==> src/rtl/psr_flag_stack_pkg.sv <==
// Shared definitions for the processor-status flag block: flag vector layout,
// branch-mask bit positions and default sizing.
package psr_flag_stack_pkg;

  localparam int DEFAULT_WIDTH = 16;
  localparam int DEFAULT_DEPTH = 4;
  localparam int FLAG_W        = 5;

  // Bit positions inside cond_in; they line up with the flag vector order.
  localparam int COND_N = 4;
  localparam int COND_Z = 3;
  localparam int COND_P = 2;
  localparam int COND_C = 1;
  localparam int COND_V = 0;

  typedef struct packed {
    logic n;
    logic z;
    logic p;
    logic c;
    logic v;
  } flags_t;

  // Branch-enable: any flag that is set and selected by the mask.
  function automatic logic branch_enable(flags_t f, logic [FLAG_W-1:0] cond);
    return (f.n & cond[COND_N]) | (f.z & cond[COND_Z]) | (f.p & cond[COND_P]) |
           (f.c & cond[COND_C]) | (f.v & cond[COND_V]);
  endfunction

endpackage

==> src/rtl/psr_flag_stack_flag_lifo.sv <==
// Flag-save LIFO: storage array plus occupancy pointer. The top entry is read
// combinationally so a legal pop can restore flags on the same edge that
// decrements the pointer. Illegal requests are rejected and reported by err.
module flag_lifo #(
  parameter int DEPTH   = 4,
  parameter int ENTRY_W = 5,
  localparam int DW = $clog2(DEPTH + 1),
  localparam int AW = (DEPTH > 1) ? $clog2(DEPTH) : 1
) (
  input  logic               Clk,
  input  logic               Reset,
  input  logic               push,
  input  logic               pop,
  input  logic [ENTRY_W-1:0] wr_data,
  output logic [ENTRY_W-1:0] rd_data,
  output logic               pop_ack,
  output logic [DW-1:0]      depth,
  output logic               full,
  output logic               empty,
  output logic               err
);

  logic [DW-1:0]      depth_reg, depth_next;
  logic [DW-1:0]      depth_m1;
  logic               err_reg, err_next;
  logic               push_ok, pop_ok;
  logic [AW-1:0]      wr_idx, rd_idx;
  logic [ENTRY_W-1:0] mem [DEPTH];

  assign full     = (depth_reg == DW'(DEPTH));
  assign empty    = (depth_reg == '0);
  assign depth_m1 = depth_reg - DW'(1);
  assign wr_idx   = depth_reg[AW-1:0];
  assign rd_idx   = depth_m1[AW-1:0];

  // Decide legality of the request and the next occupancy; simultaneous
  // push and pop is rejected outright.
  always_comb begin
    push_ok    = push & ~pop & ~full;
    pop_ok     = pop & ~push & ~empty;
    err_next   = (push & pop) | (push & ~pop & full) | (pop & ~push & empty);
    depth_next = depth_reg;
    if (push_ok) begin
      depth_next = depth_reg + DW'(1);
    end else if (pop_ok) begin
      depth_next = depth_m1;
    end
  end

  // Occupancy and error pulse; cleared immediately by reset.
  always_ff @(posedge Clk or negedge Reset) begin
    if (!Reset) begin
      depth_reg <= '0;
      err_reg   <= 1'b0;
    end else begin
      depth_reg <= depth_next;
      err_reg   <= err_next;
    end
  end

  // Entry storage is never cleared: a write during reset lands above the
  // (zero) pointer and is overwritten before it can be popped.
  for (genvar gi = 0; gi < DEPTH; gi++) begin : g_entry
    // Capture the pre-edge flags into the slot the pointer addresses.
    always_ff @(posedge Clk) begin
      if (push_ok && (wr_idx == AW'(gi))) begin
        mem[gi] <= wr_data;
      end
    end
  end

  assign rd_data = mem[rd_idx];
  assign pop_ack = pop_ok;
  assign depth   = depth_reg;
  assign err     = err_reg;

endmodule

==> src/rtl/psr_flag_stack.sv <==
// Processor status flags N/Z/P (plus optional C/V), branch-enable register and
// an interrupt flag-save stack. A legal pop takes priority over LD_CC.
module psr_flag_stack
  import psr_flag_stack_pkg::*;
#(
  parameter int WIDTH     = DEFAULT_WIDTH,
  parameter int DEPTH     = DEFAULT_DEPTH,
  parameter int EXT_FLAGS = 0,
  localparam int DW = $clog2(DEPTH + 1)
) (
  input  logic             Clk,
  input  logic             Reset,
  input  logic             LD_CC,
  input  logic             LD_BEN,
  input  logic             Push,
  input  logic             Pop,
  input  logic [WIDTH-1:0] bus_in,
  input  logic             carry_in,
  input  logic             ovf_in,
  input  logic [4:0]       cond_in,
  output logic             N,
  output logic             Z,
  output logic             P,
  output logic             C,
  output logic             V,
  output logic             BEN,
  output logic [DW-1:0]    depth,
  output logic             full,
  output logic             empty,
  output logic             err
);

  flags_t              flags_reg, flags_next;
  flags_t              cc_flags, rd_flags;
  logic                ben_reg, ben_next;
  logic                pop_ack;
  logic [FLAG_W-1:0]   wr_raw, rd_raw;

  assign wr_raw   = flags_reg;
  assign rd_flags = flags_t'(rd_raw);

  flag_lifo #(
    .DEPTH   (DEPTH),
    .ENTRY_W (FLAG_W)
  ) u_lifo (
    .Clk     (Clk),
    .Reset   (Reset),
    .push    (Push),
    .pop     (Pop),
    .wr_data (wr_raw),
    .rd_data (rd_raw),
    .pop_ack (pop_ack),
    .depth   (depth),
    .full    (full),
    .empty   (empty),
    .err     (err)
  );

  // Flags derived from the bus; C/V tied low unless extended flags enabled.
  always_comb begin
    cc_flags   = '0;
    cc_flags.n = bus_in[WIDTH-1];
    cc_flags.z = (bus_in == '0);
    cc_flags.p = ~cc_flags.n & ~cc_flags.z;
    cc_flags.c = (EXT_FLAGS != 0) ? carry_in : 1'b0;
    cc_flags.v = (EXT_FLAGS != 0) ? ovf_in : 1'b0;
  end

  // Next flags: legal restore wins over LD_CC; BEN samples pre-edge flags.
  always_comb begin
    flags_next = flags_reg;
    ben_next   = ben_reg;
    if (pop_ack) begin
      flags_next = rd_flags;
      if (EXT_FLAGS == 0) begin
        flags_next.c = 1'b0;
        flags_next.v = 1'b0;
      end
    end else if (LD_CC) begin
      flags_next = cc_flags;
    end
    if (LD_BEN) begin
      ben_next = branch_enable(flags_reg, cond_in);
    end
  end

  // Flag and BEN registers with immediate reset.
  always_ff @(posedge Clk or negedge Reset) begin
    if (!Reset) begin
      flags_reg <= '0;
      ben_reg   <= 1'b0;
    end else begin
      flags_reg <= flags_next;
      ben_reg   <= ben_next;
    end
  end

  assign N   = flags_reg.n;
  assign Z   = flags_reg.z;
  assign P   = flags_reg.p;
  assign C   = flags_reg.c;
  assign V   = flags_reg.v;
  assign BEN = ben_reg;

endmodule

==> config.mk <==
export PLATFORM = sky130hd
export DESIGN_NAME = psr_flag_stack
export DESIGN_NICKNAME = d
export VERILOG_FILES = /design/src/rtl/psr_flag_stack_pkg.sv /design/src/rtl/psr_flag_stack_flag_lifo.sv /design/src/rtl/psr_flag_stack.sv
export SDC_FILE = /design/constraint.sdc
export NUM_CORES = 1
export LEC_CHECK = 0
export ABC_AREA = 1
export BUFFER_PORTS_ARGS = -buffer_cell sky130_fd_sc_hd__buf_4
export CAP_MARGIN = 40
export CORE_AREA = 2 2 50 52
export CTS_BUF_LIST = sky130_fd_sc_hd__clkbuf_4 sky130_fd_sc_hd__clkbuf_8
export DETAILED_ROUTE_END_ITERATION = 10
export DIE_AREA = 0 0 52 54
export HOLD_SLACK_MARGIN = 0.1
export PLACE_DENSITY = 0.82
export SLEW_MARGIN = 10
export SYNTH_ARGS = -nofsm -noshare
export SYNTH_HDL_FRONTEND = slang
export SYNTH_SLANG_ARGS = --single-unit
==> constraint.sdc <==
create_clock -name Clk -period 4.2 [get_ports Clk]
set_input_delay 0.84 -clock Clk [delete_from_list [all_inputs] [get_ports Clk]]
set_output_delay 0.84 -clock Clk [all_outputs]
set_load 0.1 [all_outputs]
* Word-level counts from Yosys, hierarchy flattened *
Memory sizes are Yosys's and may differ from the RTL's.
Index checks and enable logic that the tools add are counted.

storage, ports and cells
  memories kept = 1
  logic and storage cells = 73
  input bits = 29
  bits in writable memories = 20
  output and inout port bits = 12
  flip-flop bits (word level) = 10

operators by class
  bitwise gates (word level) = 25
  multiplexer cells = 21
  equality and inequality tests = 4
  reduce and logical (&&, ||, !) cells = 12
  add/sub/neg operators = 2

memories
  name        depth  bits a word  read ports  clocked after Yosys merged registers in  wr ports  line                            text
  u_lifo.mem  4      5            1           0                                        1         psr_flag_stack_flag_lifo.sv:28  logic [ENTRY_W-1:0] mem [DEPTH];

operator list
  operator                                          number
  2-to-1 mux 5 bit                                  5
  zero test 16 bit                                  1
  OR reduction 5 bit                                3
  bitwise AND 1 bit                                 13
  2-to-1 mux 1 bit                                  11
  2-to-1 mux 2 bit                                  3
  2-to-1 mux 3 bit                                  2
  inverter 1 bit                                    6
  bitwise OR 1 bit                                  6
  == test 2 bit, second input constant              2
  logical AND 1 bit                                 4
  nonzero test 2 bit                                2
  adder 3 x 1 -> 3 bit, second input constant       1
  == test 3 bit, second input constant              1
  zero test 3 bit                                   1
  subtractor 3 x 1 -> 3 bit, second input constant  1
  == test 2 x 1 -> 1 bit, second input constant     1
  zero test 2 bit                                   1

* Depth between registers and ports, before layout *
  depth after elaboration = 10
  gate-level depth with buffers = 10
  mapped depth without buffers = 9

* Hierarchy *
From an unflattened synthesis, not the netlist that was laid out.

unflattened totals
  cell total of the unflattened synthesis = 137
  area, all modules = 1370.1 um^2

by module, submodules not included
  module          cells an instance  area an instance (um^2)  times used  seq. area each (um^2)
  flag_lifo       95                 1089.8                   1           700.7
  psr_flag_stack  42                 280.3                    1           100.1

* Worst setup path after synthesis *
OpenSTA, ideal clock, no wires.

  kind = register to output
  start = register u_lifo.depth_reg[0] (netlist: u_lifo.depth[0])
  end = output port full
  required time = 3360 ps
  data arrival time = 2081 ps
  path buffers = 1
  stages on the path, launching flop included = 6
  setup slack = 1279 ps
  cells stage by stage = dfrtp_1 > buf_4 > inv_4 > ha_1 > nand2_4 > inv_1

between the ends
  longest elaborated chain between the ends = 1

RTL lines
  what                    line                            text
  start, declared         psr_flag_stack_flag_lifo.sv:23  logic [DW-1:0] depth_reg, depth_next;
  start signal, assigned  psr_flag_stack_flag_lifo.sv:56  depth_reg <= depth_next;
  == test 3 bit           psr_flag_stack_flag_lifo.sv:30  assign full = (depth_reg == DW'(DEPTH));
  end, declared           psr_flag_stack.sv:28            output logic full,

Every way passes these cells.

* Worst setup path after layout *
  start = register u_lifo.depth_reg[0] (netlist: u_lifo.depth[0])
  end = output port empty

between the ends
  longest elaborated chain between the ends = 1

RTL lines
  what             line                            text
  zero test 3 bit  psr_flag_stack_flag_lifo.sv:31  assign empty = (depth_reg == '0);
  end, declared    psr_flag_stack.sv:29            output logic empty,

Every way passes these cells.

==> summary.md <==
| Metric | Value |
|---|---|
| Status | complete, no violations |
| Final Slew Violations | 0 |
| Mapped cell area | 1170 sq um |
| Asr flop ratio synth | 40.0% |
| P_leak | 0.751 nW |
| GRT Overall Usage | 17.4% |
| 1st-iter DRT viols | 26 |
| Maximum vdd drop | 0.724 mV |
| Design Area, Final | 1480 sq um |
| Diodes inserted | 0 |
| Syn. warnings | 0 |
| Multi-input gate area | 504 sq um |
| Tot Pwr | 1.18 mW |
| Clock Path Buffers | 2 |
| Post-synthesis sequential area ratio | 48.0% |
| Routability cong. | 0.904 |
| Total Nets Final | 204 |
| Hold Vio Cnt, Final | 0 |
| Pwr Density | 792 nW/um^2 |
| Worst EP required | 3.36 ns |
| Count leader, synth | nand2_1 |
| XOR/XNOR Fraction of Synth Area | 2.89% |
| R2r setup slk | 2.32 ns |
| Setup crit start kind | flop |
| Clock sinks | 20 |
| EDFF count, synth | 12 |
| Ys flop type | edfxtp_1 |
| CTS Root Buffer Type | clkbuf_4 |
| Top post-synthesis cells by count | nand2_1, nor2_1, inv_1 |
| Mux contribution to synthesized area | 0% |
| First-pass iteration count of the detailed router | 4 |
| Post-place instance area | 1430 sq um |
| DPL Wire Length | 1800 um |
| Reg2Reg Depth | 5 |
| H-tree depth | 1 |
| CP Capture Type | primary output |
| R2R Path End | u_lifo.mem[2][4] |
| Library cells used by synthesis | 23 |
| Initial antenna violation count | 0 |
| Crit Path Max Fanout | 11 |
| Post CTS Setup Buffer Count | 0 |
| Largest family of logic cells by synthesized area | simple AND/OR/NAND/NOR gates |
| Initial Util | 50.4% |
| Port Buffer Count | 34 |
| Syn_area_per_cell | 8.72 sq um |
| Vias/cell | 4.77 |
| Io pins | 41 |
| Vias in the first global route | 891 |
| Simple-gate share of the synthesized area | 32.7% |
| Chip width | 52 um |
| Critical path type | flop to primary output |
| Clock-pin transition on the worst setup and hold timing paths | 0.12 ns |
| Yosys top cell by area | edfxtp_1 |
| Final WL | 2230 um |
| Maxcap violations | 0 |
| GRT overflow | 0 |
| Post-synthesis compound-gate area fraction | 1.61% |
| FF+latch count, synth | 20 |
| Minimum clock period after layout | 2.67 ns |
| Core ar. | 2320 sq um |
| CTS resizes | 0 |
| Layout cell share with drive strength beyond 1 | 32.5% |
| Row cnt | 18 |
| Post-Syn Instances | 134 |
| Die area | 2810 sq um |
| Drt drc | 0 |
| WL/cell | 11.2 um |
| Largest net degree at the start of global routing | 13 |
| Storage cell area | 561 sq um |
| Synth area leaders | edfxtp_1, dfrtp_1, nand2_1 |
| WHS | 0.331 ns |
| First-pass GRT wire length | 3510 um |
| CTS tree | done |
| P&R area growth vs syn | 27.0% |
| Clk_lat worst skew | 0.30 ns |
| RSZ-0062 raised after global routing | no |
| DR vias | 950 |
| FMAX | 374 MHz |
| Die height | 54 um |
| Max reg flops | 12 |
| Worst R2R Start | u_lifo.depth[0] |
| Hold_buf cts | 0 |
| Tcrit/Tclk final | 63.6% |
| Setup TNS | 0 ns |
| Layout Skew | 0.000846 ns |
| Number of buffers created by CTS | 3 |
| Yosys top cell area share | 30.8% |
| Synth Area in Adders | 5.35% |
| Critical Path AT | 1.83 ns |
| Final ANT Viol Nets | 0 |
| Hold Crit Class | input pin to async pin |
| Setup violators final | 0 |
| Filler cells | 179 |
[placed cells by master (no fill, tap or decap)]
| cell type | Yosys | layout |
|---|---|---|
| nor2_4 | 1 | 1 |
| dfrtp_1 | 8 | 8 |
| clkbuf_4 | 0 | 3 |
| nor2_1 | 17 | 17 |
| inv_2 | 5 | 5 |
| nand3_1 | 10 | 10 |
| inv_4 | 1 | 1 |
| xor2_2 | 1 | 1 |
| inv_1 | 13 | 13 |
| nand3_2 | 2 | 2 |
| xor2_1 | 2 | 2 |
| nand2_4 | 2 | 2 |
| conb_1 | 1 | 2 |
| nor2_2 | 1 | 1 |
| edfxtp_1 | 12 | 12 |
| ha_1 | 5 | 5 |
| nand2_1 | 42 | 42 |
| buf_4 | 3 | 34 |
| bufinv_16 | 0 | 1 |
| o21ai_0 | 2 | 2 |
| nand3_4 | 1 | 1 |
| a41oi_1 | 1 | 1 |
| nor2_8 | 1 | 1 |
| nand2_2 | 2 | 2 |
[cell type report]
type,instances,area share (%)
clock inverters,1,2.02
inverters,19,4.97
repair buffers,34,17.2
well taps,30,2.53
clock buffers,3,1.52
multi-input cells,92,34.0
flip-flops and latches,20,37.8
[per-layer routing]
metal  vias up  share of wire, %  track usage [%]
met2        31                54             31.2
met5         -                 0                0
met1       436                40             19.2
li1        479                 -                -
met3         4               3.9             1.67
met4         0               1.9             12.7
[logic make-up (layout without fill, tap and decap cells)]
kind of cell | Yosys count | in the layout
fa+ha+maj | 5 | 5
compound gates | 3 | 3
flops | 20 | 20
other cells | 1 | 2
buf+inv | 23 | 57
simple gates | 79 | 79
xor+xnor | 3 | 3
[metrics by stage]
| stage | worst slack [ns] | std cells | util [%] |
|---|---|---|---|
| 5_1_grt | 1.42 | 199 | 64.0 |
| 3_5_place_dp | 1.87 | 195 | 61.7 |
| 4_1_cts | 1.52 | 199 | 64.0 |
| 2_1_floorplan | 1.28 | 135 | - |
| 3_3_place_gp | 1.89 | 195 | 61.7 |
| 6_report | 1.53 | 199 | 64.0 |
[power by group]
group,internal (mW),switching (mW)
logic,0.170,0.502
registers,0.270,0.0749
clock network,0.0964,0.0613
total,0.536,0.639
[critical path, cell delays in order, from the launching register on]
cell and delay (ns):
dfrtp_1 0.57, inv_4 0.17, ha_1 0.28, inv_2 0.10, nor2_8 0.11, buf_4 0.30
[how the worst max path moves through the flow]
| stage | start | slack, ns | end | cells past startpoint |
|---|---|---|---|---|
| after detailed placement | u_lifo.depth[0] | 1.87 | empty | 5 |
| after floorplan | u_lifo.depth[0] | 1.28 | full | 5 |
| after CTS | u_lifo.depth[0] | 1.52 | empty | 5 |
| after global placement | u_lifo.depth[0] | 1.89 | empty | 5 |
| final | u_lifo.depth[0] | 1.53 | empty | 5 |
| after global routing | u_lifo.depth[0] | 1.42 | empty | 5 |
Power figures use the tool's default switching activity.
